## config.mk

```make
export PLATFORM = sky130hd
export DESIGN_NAME = i2c_tmp101_read_sequencer
export DESIGN_NICKNAME = d
export VERILOG_FILES = /design/src/rtl/i2c_tmp101_read_sequencer.sv
export SDC_FILE = /design/constraint.sdc
export NUM_CORES = 1
export LEC_CHECK = 0
export BUFFER_PORTS_ARGS = -buffer_cell sky130_fd_sc_hd__buf_2
export CAP_MARGIN = 20
export CORE_MARGIN = 2
export CORE_UTILIZATION = 35
export CTS_CLUSTER_DIAMETER = 100
export DETAILED_ROUTE_END_ITERATION = 8
export GPL_ROUTABILITY_DRIVEN = 0
export PLACE_DENSITY = 0.58
export SLEW_MARGIN = 20
export SYNTH_ARGS = -nofsm -noshare
export SYNTH_HDL_FRONTEND = slang
export SYNTH_SLANG_ARGS = --single-unit
```

## constraint.sdc

```tcl
create_clock -name clock -period 2.1 [get_ports clock]
set_input_delay 0.21 -clock clock [delete_from_list [all_inputs] [get_ports clock]]
set_output_delay 0.21 -clock clock [all_outputs]
set_load 0.01 [all_outputs]
```

## src/rtl/i2c_tmp101_read_sequencer.sv

```systemverilog
`timescale 1ns/1ps
// Transaction sequencer for one TMP101 temperature read over the I2C bit datapath.
// Every bit-level action is timed from synchronised SCL edges in the clock domain.
//
// state    | meaning
// IDLE     | bus released, waiting for a fresh Go edge
// START    | SDA low with SCL high for a half period, then SCL starts
// ADDR     | address byte shifted out, one bit per SCL fall
// ACK_IN   | SDA released, slave acknowledge sampled on SCL rise
// READ_MSB | first data byte shifted in on SCL rises
// ACK_OUT  | master drives ACK (SDA low) for one bit
// READ_LSB | second data byte shifted in on SCL rises
// NACK_OUT | master drives NACK (SDA high) for one bit
// STOP     | SDA low, SCL parked high, SDA raised after a half period
// DONE     | result published (unless the address was NACKed)
module i2c_tmp101_read_sequencer #(
    parameter int          ClockFrequency   = 60_000_000,
    parameter int          BaudRate         = 30_000,
    parameter int          HalfPeriodCycles = ClockFrequency / (2 * BaudRate),
    parameter logic [7:0]  SlaveAddress     = 8'b1001_0001
) (
    input  logic        clock,
    input  logic        Reset,
    input  logic        Go,
    input  logic        SCL,
    input  logic        SDAin,
    input  logic [7:0]  ReceivedData,
    output logic        BaudEnable,
    output logic        WriteLoad,
    output logic [7:0]  SentData,
    output logic        ShiftorHold,
    output logic        ReadorWrite,
    output logic        Select,
    output logic        StartStopAck,
    output logic [11:0] Temperature,
    output logic        DataValid,
    output logic        AckError,
    output logic        Busy
);

    typedef enum logic [3:0] {
        IDLE,
        START,
        ADDR,
        ACK_IN,
        READ_MSB,
        ACK_OUT,
        READ_LSB,
        NACK_OUT,
        STOP,
        DONE
    } state_t;

    localparam logic [9:0] HoldLast = 10'(HalfPeriodCycles - 1);

    state_t     state;
    logic [2:0] bit_count;
    logic [9:0] hold_count;
    logic       last_bit;
    logic [7:0] msb_reg;
    logic [3:0] lsb_nibble;

    logic go_q1;
    logic go_q2;
    logic scl_q1;
    logic scl_q2;
    logic go_edge;
    logic scl_rise;
    logic scl_fall;

    assign SentData = SlaveAddress;
    assign go_edge  = go_q1 & ~go_q2;
    assign scl_rise = scl_q1 & ~scl_q2;
    assign scl_fall = ~scl_q1 & scl_q2;

    // SCL synchronisers reset high so a parked line never looks like an edge.
    always_ff @(posedge clock) begin
        if (Reset) begin
            go_q1  <= 1'b0;
            go_q2  <= 1'b0;
            scl_q1 <= 1'b1;
            scl_q2 <= 1'b1;
        end else begin
            go_q1  <= Go;
            go_q2  <= go_q1;
            scl_q1 <= SCL;
            scl_q2 <= scl_q1;
        end
    end

    always_ff @(posedge clock) begin
        if (Reset) begin
            state        <= IDLE;
            bit_count    <= 3'd0;
            hold_count   <= 10'd0;
            last_bit     <= 1'b0;
            msb_reg      <= 8'd0;
            lsb_nibble   <= 4'd0;
            BaudEnable   <= 1'b0;
            WriteLoad    <= 1'b0;
            ShiftorHold  <= 1'b0;
            ReadorWrite  <= 1'b1;
            Select       <= 1'b1;
            StartStopAck <= 1'b1;
            Temperature  <= 12'd0;
            DataValid    <= 1'b0;
            AckError     <= 1'b0;
            Busy         <= 1'b0;
        end else begin
            WriteLoad   <= 1'b0;
            ShiftorHold <= 1'b0;
            DataValid   <= 1'b0;

            case (state)
                IDLE: begin
                    if (go_edge) begin
                        WriteLoad    <= 1'b1;
                        AckError     <= 1'b0;
                        StartStopAck <= 1'b0;
                        hold_count   <= 10'd0;
                        Busy         <= 1'b1;
                        state        <= START;
                    end
                end

                START: begin
                    if (!BaudEnable) begin
                        if (hold_count == HoldLast) begin
                            BaudEnable <= 1'b1;
                        end else begin
                            hold_count <= hold_count + 10'd1;
                        end
                    end else if (scl_fall) begin
                        Select    <= 1'b0;
                        bit_count <= 3'd7;
                        state     <= ADDR;
                    end
                end

                // The shift on the final fall empties the register as SDA is released.
                ADDR: begin
                    if (scl_fall) begin
                        ShiftorHold <= 1'b1;
                        if (bit_count == 3'd0) begin
                            ReadorWrite <= 1'b0;
                            state       <= ACK_IN;
                        end else begin
                            bit_count <= bit_count - 3'd1;
                        end
                    end
                end

                ACK_IN: begin
                    if (scl_rise) begin
                        AckError <= SDAin;
                    end else if (scl_fall) begin
                        if (AckError) begin
                            Select       <= 1'b1;
                            ReadorWrite  <= 1'b1;
                            StartStopAck <= 1'b0;
                            state        <= STOP;
                        end else begin
                            bit_count <= 3'd7;
                            last_bit  <= 1'b0;
                            state     <= READ_MSB;
                        end
                    end
                end

                // last_bit marks that the eighth rise has been seen (bit_count sticks at 0).
                READ_MSB, READ_LSB: begin
                    if (scl_rise) begin
                        ShiftorHold <= 1'b1;
                        if (bit_count != 3'd0) begin
                            bit_count <= bit_count - 3'd1;
                        end else begin
                            last_bit <= 1'b1;
                        end
                    end else if (scl_fall && last_bit) begin
                        last_bit    <= 1'b0;
                        Select      <= 1'b1;
                        ReadorWrite <= 1'b1;
                        if (state == READ_MSB) begin
                            msb_reg      <= ReceivedData;
                            StartStopAck <= 1'b0;
                            state        <= ACK_OUT;
                        end else begin
                            lsb_nibble   <= ReceivedData[7:4];
                            StartStopAck <= 1'b1;
                            state        <= NACK_OUT;
                        end
                    end
                end

                ACK_OUT: begin
                    if (scl_fall) begin
                        Select      <= 1'b0;
                        ReadorWrite <= 1'b0;
                        bit_count   <= 3'd7;
                        last_bit    <= 1'b0;
                        state       <= READ_LSB;
                    end
                end

                NACK_OUT: begin
                    if (scl_fall) begin
                        StartStopAck <= 1'b0;
                        state        <= STOP;
                    end
                end

                STOP: begin
                    if (BaudEnable) begin
                        if (scl_rise) begin
                            BaudEnable <= 1'b0;
                            hold_count <= 10'd0;
                        end
                    end else if (hold_count == HoldLast) begin
                        StartStopAck <= 1'b1;
                        state        <= DONE;
                    end else begin
                        hold_count <= hold_count + 10'd1;
                    end
                end

                DONE: begin
                    if (!AckError) begin
                        Temperature <= {msb_reg, lsb_nibble};
                        DataValid   <= 1'b1;
                    end
                    BaudEnable   <= 1'b0;
                    Select       <= 1'b1;
                    ReadorWrite  <= 1'b1;
                    StartStopAck <= 1'b1;
                    Busy         <= 1'b0;
                    state        <= IDLE;
                end

                default: begin
                    state <= IDLE;
                end
            endcase
        end
    end

endmodule

```

==> out/qor.csv <==
stage;metric;value;unit
run_status;outcome;complete, no violations;
clock_network;postcts setup bufs;0;
floorplanning;Die Y;93.2;microns
sta;min cycle time layout;1980;ps
grt;gr usage total;15.7;%
setup_path;worst endpoint required time;2330;ps
setup_path;Crit path max-delay family;simple AND/OR/NAND/NOR gates;
sta;worst rel slew slack;62.5;%
cells_and_area;Area Overhead vs Synth;17.7;%
power;Leakage;1.32;nW
yosys;Post-Synthesis Cells;332;
detailed_routing;via count;2549;
cells_and_area;fin cells;477;
clock_network;CTS tree;yes;
hold_path;HP Class;input pin to flop;
setup_path;CP Buf/Inv Count;1;
yosys;Syn Std Cell Area;0.00278;sq mm
detailed_routing;post-route ant nets;0;
detailed_routing;WL/cell;13.9;microns
detailed_routing;DRC;0;
grt;first-pass GRT wire length;11000;microns
sta;Max Clk Rate;505;MHz
grt;GRT Residual Overflow;0;
grt;initial antenna violation count;0;
yosys;Post-synth ARST share;0;%
sta;pin slew with the least headroom to its limit;557;ps
cells_and_area;area of the multi-input gates;0.00156;sq mm
cells_and_area;Fillers;795;
clock_network;Skew-Pair Late Insertion Delay;320;ps
clock_network;CTS-repair resized insts;0;
detailed_routing;First-pass DRT Iterations;4;
yosys;Seq/Total Area, Yosys;39.6;%
clock_network;clock tree buffer depth;2;
yosys;dominant synthesized flop cell;dfxtp_1;
sta;Hold Fails Final Rpt;0;
floorplanning;die width;93.2;microns
sta;skew final;6.75;ps
clock_network;Sink Count;55;
yosys;Post-synth EDFFs;0;
sta;Max Slew Vio Count;0;
setup_path;crit path DAT;2210;ps
floorplanning;FP Rows;32;
floorplanning;Die ar.;0.00868;sq mm
yosys;Ys Warns;0;
setup_path;critical path class;flop to flop;
sta;Final Setup Violations;0;
setup_path;reg-to-reg startpoint;scl_q1$_SDFF_PP1_;
setup_path;CP startpoint;scl_q1$_SDFF_PP1_;
clock_network;Clk pin slew, worst setup/hold paths;100;ps
setup_path;CP Cell Sequence;and2b_1 -> o221ai_4 -> buf_4 -> nor3_1 -> a21oi_1 -> a311oi_2;
setup_path;Max FO, Critical Path;7;
setup_path;Worst Reg-to-Reg Cells;6;
hold_path;WHS Path Cells;2;
cells_and_area;share of cells above drive strength 1;20.8;%
grt;vias in the first global route;2308;
clock_network;CTS root buf;clkbuf_8;
floorplanning;Initial Util;36.0;%
setup_path;Worst path depth;6;
setup_path;critical path launch point type;flop;
detailed_routing;Starting DRT DRC Count;124;
power;maximum vdd drop;0.437;mV
cells_and_area;most common cell after layout, fill and taps aside;dfxtp_1;
floorplanning;IO Pins;42;
clock_network;CTS Buf Count;5;
floorplanning;Core Box Area;0.00773;sq mm
run;Max Cap Viol;0;
yosys;flops & latches, synth;55;
placed_design;Post-Place Cells;469;
sta;RSZ-0062 raised after global routing;no;
cells_and_area;max FFs per register;12;
setup_path;CP Capture Type;flop;
placed_design;port bufs;33;
power;Power Dens Cells;793;mW/mm^2
clock_network;hold_buf cts;0;
setup_path;Worst path slowest cell;dfxtp_1;
yosys;library cells used by synthesis;63;
setup_path;crit-path max cell delay;510;ps
hold_path;Hold Path Origin;SCL;
grt;largest net degree at the start of global routing;31;
cells_and_area;FF/Latch Area;0.00110;sq mm
cells_and_area;most frequent cells in the layout;dfxtp_1 (54), nor2_1 (35), nand2_1 (35);
sta;setup TNS;0;ps
detailed_routing;Routed WL;6640;microns
cells_and_area;Final Net Count;390;
sta;Period Utilization, post-route;94.2;%
clock_network;H-tree Lvls;2;
placed_design;dpl hpwl;4730;microns
yosys;Mapped Avg Cell Area;8.39;sq um
cells_and_area;antenna cell count;0;
detailed_routing;Vias/cell;5.34;
[area by class of cell]
type / count / area share [%]
clock buffer: 6 / 2.52
clock inverter: 2 / 1.18
inverter: 5 / 0.573
multi-input combinational: 250 / 47.7
sequential: 55 / 33.6
tap: 102 / 3.89
timing repair buffer: 57 / 10.5
[where the power goes]
group	leakage (nW)	internal, mW	switching, mW
combinational	0.814	0.292	0.414
clock	0.0618	0.393	0.362
sequential	0.446	1.09	0.0448
total	1.32	1.78	0.821
[synth_stat cells, types with 2 or more instances]
library cell / n / share of area [%]
a211oi_1: 4 / 1.1
a21o_1: 3 / 0.81
a21oi_1: 24 / 4.3
a311oi_1: 3 / 0.94
a31oi_1: 6 / 1.3
a32oi_1: 2 / 0.63
and3_1: 5 / 1.1
buf_2: 5 / 0.90
buf_4: 8 / 2.2
clkbuf_1: 13 / 1.8
conb_1: 2 / 0.27
dfxtp_1: 55 / 40
ha_1: 3 / 1.3
inv_1: 5 / 0.67
mux2i_1: 17 / 6.1
nand2_1: 35 / 4.7
nand2b_1: 7 / 1.6
nand3_1: 6 / 1.1
nand3b_1: 2 / 0.54
nand4_1: 4 / 0.90
nor2_1: 35 / 4.7
nor2_2: 2 / 0.45
nor2b_1: 10 / 2.2
nor3_1: 13 / 2.3
nor3b_1: 5 / 1.3
nor4_1: 5 / 1.1
o21ai_0: 7 / 1.3
o21ai_1: 2 / 0.36
o21bai_1: 2 / 0.54
o22ai_1: 3 / 0.67
or2_1: 2 / 0.45
or2_2: 2 / 0.45
xnor2_1: 5 / 1.6
[kinds of logic (layout without fill, tap and decap cells)]
family / after synthesis / after routing / share of synthesized area [%]
buffers and inverters: 33 / 70 / 6.02
and+or+nand+nor: 145 / 145 / 27.1
xor gates and xnor gates: 5 / 5 / 1.57
adders and majority gates: 3 / 3 / 1.35
DFF: 55 / 55 / 39.6
other: 2 / 8 / 0.270
muxes: 17 / 17 / 6.11
AOI/OAI and AO/OA: 72 / 72 / 18.0
[metrics by stage]
stage	total power, mW	utilization, %	cell area, sq um	worst slack (ps)	hold slack, ps
2_1_floorplan	1.64	-	2810	291	314
6_report	2.60	42.4	3280	121	72.5
4_1_cts	2.61	42.1	3250	73.5	72.0
5_1_grt	2.74	42.4	3280	43.6	72.2
3_5_place_dp	1.85	40.5	3130	93.8	399
3_3_place_gp	1.84	40.5	3130	120	398
[metal layers]
metal  global-route usage (%)  vias up  part of all wire [%]
met1                     21.3     1180                    47
met2                     24.8       98                    45
met5                        0        -                     0
met4                     5.15        0                   1.6
li1                         -     1255                     -
met3                     3.55       16                   6.3
[final timing paths]
kind	slack, ps	to
worst max-delay path	120	hold_count[3]$_SDFFE_PP0P_
worst min-delay path	70	scl_q1$_SDFF_PP1_
worst max register to register	120	hold_count[3]$_SDFFE_PP0P_
worst min register to register	460	Temperature[2]$_SDFFE_PP0P_
Power figures use the tool's default switching activity.
